`config.mk`:
```
export PLATFORM = sky130hd
export DESIGN_NAME = aes_key_gen
export DESIGN_NICKNAME = d
export VERILOG_FILES = /design/src/rtl/aes_key_gen.sv
export SDC_FILE = /design/constraint.sdc
export NUM_CORES = 1
export LEC_CHECK = 0
export CORE_AREA = 8 8 160 132
export CTS_CLUSTER_SIZE = 8
export DETAILED_ROUTE_END_ITERATION = 16
export DIE_AREA = 0 0 168 140
export HOLD_SLACK_MARGIN = 0.02
export PLACE_DENSITY = 0.86
export SLEW_MARGIN = 20
export SYNTH_ARGS = -nofsm -noshare
export SYNTH_HDL_FRONTEND = slang
export SYNTH_SLANG_ARGS = --single-unit
```
`constraint.sdc`:
```
create_clock -name clk -period 10.84 [get_ports clk]
set_input_delay 1.626 -clock clk [delete_from_list [all_inputs] [get_ports clk]]
set_output_delay 1.626 -clock clk [all_outputs]
set_load 0.01 [all_outputs]
```
`src/rtl/aes_key_gen.sv`:
```
// AES-128 key expansion: one round key per enabled clock, with an external S-box and Rcon loop.
// Define AES_KEY_GEN_INT_RCON_EN to use the internal Rcon ROM in place of r_con_i.
module aes_key_gen #(
    parameter int unsigned NUM_ROUNDS = 10
) (
    input  logic         clk,
    input  logic         nrst,
    input  logic         en,
    input  logic         gen_key,
    input  logic         next_rnd,
    input  logic [127:0] key_i,
    input  logic [7:0]   r_con_i,
    input  logic [31:0]  Sub_i,
    output logic [7:0]   r_con_ctrl,
    output logic [31:0]  Sub_o,
    output logic [127:0] key_o
);

    localparam logic [3:0] LAST_RND = 4'(NUM_ROUNDS);

    logic [127:0] key_q;
    logic [3:0]   cnt;
    logic [7:0]   rcon;
    logic [31:0]  w0n, w1n, w2n, w3n;

`ifdef AES_KEY_GEN_INT_RCON_EN
    logic unused_r_con_i;
    assign unused_r_con_i = ^r_con_i;

    always_comb begin
        rcon = 8'h00;
        case (cnt)
            4'd0:    rcon = 8'h01;
            4'd1:    rcon = 8'h02;
            4'd2:    rcon = 8'h04;
            4'd3:    rcon = 8'h08;
            4'd4:    rcon = 8'h10;
            4'd5:    rcon = 8'h20;
            4'd6:    rcon = 8'h40;
            4'd7:    rcon = 8'h80;
            4'd8:    rcon = 8'h1b;
            4'd9:    rcon = 8'h36;
            default: rcon = 8'h00;
        endcase
    end
`else
    assign rcon = r_con_i;
`endif

    // Each new word chains off the previously computed new word, not the old one.
    always_comb begin
        w0n = key_q[127:96] ^ Sub_i ^ {rcon, 24'h000000};
        w1n = key_q[95:64]  ^ w0n;
        w2n = key_q[63:32]  ^ w1n;
        w3n = key_q[31:0]   ^ w2n;
    end

    always_ff @(posedge clk or posedge nrst) begin
        if (nrst) begin
            key_q <= '0;
            cnt   <= '0;
        end else if (en) begin
            if (gen_key || !next_rnd) begin
                key_q <= key_i;
                cnt   <= '0;
            end else if (cnt < LAST_RND) begin
                key_q <= {w0n, w1n, w2n, w3n};
                cnt   <= cnt + 4'd1;
            end
        end
    end

    assign Sub_o      = {key_q[23:0], key_q[31:24]};
    assign r_con_ctrl = {4'h0, cnt + 4'd1};
    assign key_o      = key_q;

endmodule

```
## After elaboration in Yosys (flattened, before gate mapping)

Index checks and enable logic that the tools add are counted.

| operators by class | value |
|---|---|
| add/sub/neg operators | 1 |
| order comparisons | 1 |
| mux-type cells | 4 |
| bitwise operators | 5 |
| reductions and logical operators | 4 |

Operators by type and width:

| cell | count |
|---|---|
| two-way mux 128 bit | 2 |
| bitwise XOR 32 bit | 5 |
| two-way mux 4 bit | 2 |
| adder 4 x 1 -> 4 bit (second input constant) | 1 |
| less-than comparator 4 bit (second input constant) | 1 |
| AND reduction 2 bit | 1 |
| nonzero test 2 bit | 1 |
| logical NOT 1 bit | 1 |
| logical OR 1 bit | 1 |

| word-level totals | value |
|---|---|
| flip-flop bits (word level) | 132 |
| input bits | 173 |
| output and inout bits | 168 |
| word-level logic and storage cells | 17 |

## Depth between registers and ports, before layout

| logic depth | value |
|---|---|
| depth after elaboration | 7 |
| depth in mapped cells | 7 |
| depth with buffers taken out | 4 |

## Worst setup path after synthesis

OpenSTA, ideal clock, no wires.

| timing | value |
|---|---|
| kind | input-to-reg |
| from | input port gen_key |
| to | register key_q[0], in the netlist key_o[0] |
| library setup time | 0.137 ns |
| arrival time | 2.575 ns |
| required time | 10.703 ns |
| slack | 8.128 ns |
| cell stages on the path | 6 |
| buffers on the path | 2 |
| cells stage by stage | nand2b_1 buf_4 o21ai_2 buf_2 a21oi_1 a2bb2oi_1 |

| on the way | value |
|---|---|
| word-level cells in the longest chain between the ends | 3 |
| elaborated cells between the ends (all ways) | 4 |
| classes of those cells | 1 x mux; 3 x reduce/logical |

Ends and longest elaborated chain:

| what | line | RTL |
|---|---|---|
| from (decl) | 9 | `input logic gen_key,` |
| logical OR 1 bit * | 63 | `if (gen_key \|\| !next_rnd) begin` |
| nonzero test 2 bit (no source line) | -- |  |
| AND reduction 2 bit (no source line) | -- |  |
| to (signal assigned) | 64 | `key_q <= key_i;` |
| to (signal assigned) | 67 | `key_q <= {w0n, w1n, w2n, w3n};` |
| to (decl) | 21 | `logic [127:0] key_q;` |

Every way passes the cells marked *; elsewhere a longest branch is shown, timed or not.
A chain may end at the register's enable or synchronous reset.

## Worst setup path after layout

| timing | value |
|---|---|
| from | input port gen_key |
| to | register key_q[59], in the netlist key_o[59] |

The elaborated chain is that of the path after synthesis.

==> summary.txt <==
Global route
  • Largest net degree at the start of global routing: 276
  • Initial antenna violation count: 0
  • Grt ovf: 0
  • Number of global-route vias before repair: 7,873
  • Overall global routing resource usage: 23.40%
  • First-pass GRT wire length: 44,020 µm

Clock network
  • # hold bufs at CTS: 0
  • Clock latency at the later pin of the worst-skew pair: 420 ps
  • Deepest clock path buffer count: 2
  • Cts repair resizes: 0
  • H-tree depth: 4
  • Num CTS Buffers: 17
  • Post-CTS Repair Setup Buffers: 0
  • Clk slew on worst S/H paths: 60 ps
  • CTS tree: yes
  • Clk Tree Root Cell: clkbuf_16
  • Clock Sinks: 132

Placed design
  • HPWL after detailed placement: 20,190 µm
  • DP Area: 11,760 µm²
  • Placer Congestion: 0.8128
  • Buffers on Ports: 336
  • Pre-CTS setup slack: 5678 ps

Floorplan
  • Top Ports: 341
  • CORE AREA: 18,520 µm²
  • Die Ht: 140 µm
  • Die width: 168 µm
  • Starting density of the core: 46.70%
  • Row cnt: 45
  • Full die area: 23,520 µm²

Timing
  • Setup tns final: 0 ps
  • Unrepaired setup endpoints after global routing: false
  • Worst rel slew slack: 28.70%
  • Max Slew Vio Count: 0
  • FMAX: 212.0 MHz
  • Final clock skew: 11.44 ps
  • Part of the cycle the worst path needs: 43.52%
  • Final setup viols: 0
  • Setup ws final: 6123 ps
  • Worst slew pin tran: 1070 ps
  • Crit path time final: 4717 ps
  • Hold Slack: 528.8 ps
  • Final hold violation count: 0

Status
  • Status: finished clean

Final layout
  • # diodes: 0
  • Most frequent cells in the layout: clkdlybuf4s50_1, a21oi_1, nand2_1
  • Synth-to-Final Area Change: 42.55%
  • Layout cells sized above 1: 3.774%
  • Commonest non-fill, non-tap cell in the layout: clkdlybuf4s50_1
  • Post-route cell area: 12,330 µm²
  • Layout Nets: 1,382

Routing
  • Vias per cell: 5.596
  • Final ANT Viol Nets: 0
  • Avg WL per Cell: 19.39 µm
  • DRT Wirelength: 28,190 µm
  • Iteration-0 DRC Markers: 684
  • DR vias: 8,137
  • Pre-Repair DR Iteration Count: 7
  • # DRC: 0

Synthesis
  • Number of synthesized register bits: 132
  • Synth Area in Compound Gates: 24.95%
  • Fraction of synthesized area in multiplexers: 0.9257%
  • Synthesized area: 8651 µm²
  • Adder-cell share of the synthesized area: 0.1446%
  • Largest family of logic cells by synthesized area: compound AO/OA/AOI/OAI gates
  • Cells after Synth: 951
  • XOR/XNOR share of the synthesized area: 17.56%
  • Seq/Total Area, Yosys: 38.18%
  • Simple-gate share of the synthesized area: 10.76%
  • Mean post-synth cell area: 9.097 µm²
  • Ys Warns: 0
  • Unique masters post-synth: 29

Power
  • Pleak: 4.874 nW
  • Maximum vdd ir drop: 0.0001009 V
  • PD cells: 158.0 nW/µm²

Critical path
  • Setup CP Type: primary input to register
  • Worst EP required: 11,120 ps
  • Arr. time, crit path: 5000 ps
  • Worst Setup Start Kind: primary input
  • Crit. End Element: register
  • Crit Path Max Fanout: 99

Flow run
  • Max cap viols: 0

Min path
  • Hold WC Path Type: register to register
## cell usage after synthesis (all sizes together)
master / instances / share of area [%]
o21a: 1 / 0.087
nor2: 33 / 1.4
conb: 1 / 0.043
nand2b: 2 / 0.14
dfrtp: 132 / 38
a22oi: 8 / 0.69
buf: 81 / 6.2
nor2b: 1 / 0.072
xnor2: 41 / 5.9
nand2: 158 / 6.9
a2bb2oi: 32 / 3.2
a21oi: 168 / 9.7
clkbuf: 25 / 1.1
nand3: 3 / 0.17
nor3b: 24 / 2.1
o2bb2ai: 8 / 0.81
mux2i: 8 / 0.93
inv: 2 / 0.087
o21ai: 69 / 4.0
xnor3: 32 / 8.3
xor2: 33 / 3.3
o22ai: 88 / 6.4
ha: 1 / 0.14
## cell type report
| class | count | area [µm²] |
|---|---|---|
| flip-flops and latches | 132 | 3303 |
| inverters | 2 | 12.51 |
| clock buffers | 21 | 460.4 |
| clock inverters | 9 | 82.58 |
| well taps | 235 | 294.0 |
| fillers | 1433 | 6192 |
| multi-input cells | 714 | 4746 |
| repair buffers | 341 | 3433 |
## flip-flops by register name (all words and copies together), names as in the netlist
signal  cells
cnt         4
key_o     128
## critical path, cell delays in order
cell and delay [ps]:
clkdlybuf4s50_1 530, nand2b_4 850, o21a_4 690, buf_4 830, o21ai_0 220, o2bb2ai_1 180
## layer usage
layer	global-route usage, %	wire (µm)	part of all wire (%)
met4	7.505	709	2.5
met5	0	0	0
met3	6.290	2003	7.1
met2	37.87	13590	48
met1	30.03	11890	42
## final timing paths
kind	start	endpoint	slack [ps]	cells past startpoint
min reg2reg	cnt[3]$_DFFE_PP0P_	cnt[3]$_DFFE_PP0P_	530	2
max in group asynchronous	nrst	key_o[71]$_DFFE_PP0P_	7770	3
max reg2reg	cnt[2]$_DFFE_PP0P_	key_o[59]$_DFFE_PP0P_	7880	5
min	cnt[3]$_DFFE_PP0P_	cnt[3]$_DFFE_PP0P_	530	2
max	gen_key	key_o[59]$_DFFE_PP0P_	6120	6
min in group asynchronous	nrst	key_o[93]$_DFFE_PP0P_	1660	2
## cells by family after synthesis
| kind of cell | after synthesis |
|---|---|
| simple gates | 221 |
| flops | 132 |
| fa+ha+maj | 1 |
| buf+inv | 108 |
| mux | 8 |
| compound gates | 374 |
| xor+xnor | 106 |
| other cells | 1 |
## where the power goes
part	total, mW	switching [mW]	internal, mW
clock	0.543	0.220	0.323
sequential	0.660	0.0927	0.567
combinational	0.745	0.332	0.413
## through the flow
| step | utilization [%] | power [mW] | std cells |
|---|---|---|---|
| after floorplan | - | 1.074 | 954 |
| after CTS | 66.42 | 1.958 | 1453 |
| after detailed placement | 63.49 | 1.410 | 1423 |
| final | 66.57 | 1.948 | 1454 |
| after global routing | 66.57 | 2.049 | 1454 |
| after global placement | 63.49 | 1.389 | 1423 |
(Power assumes the default switching activity.)
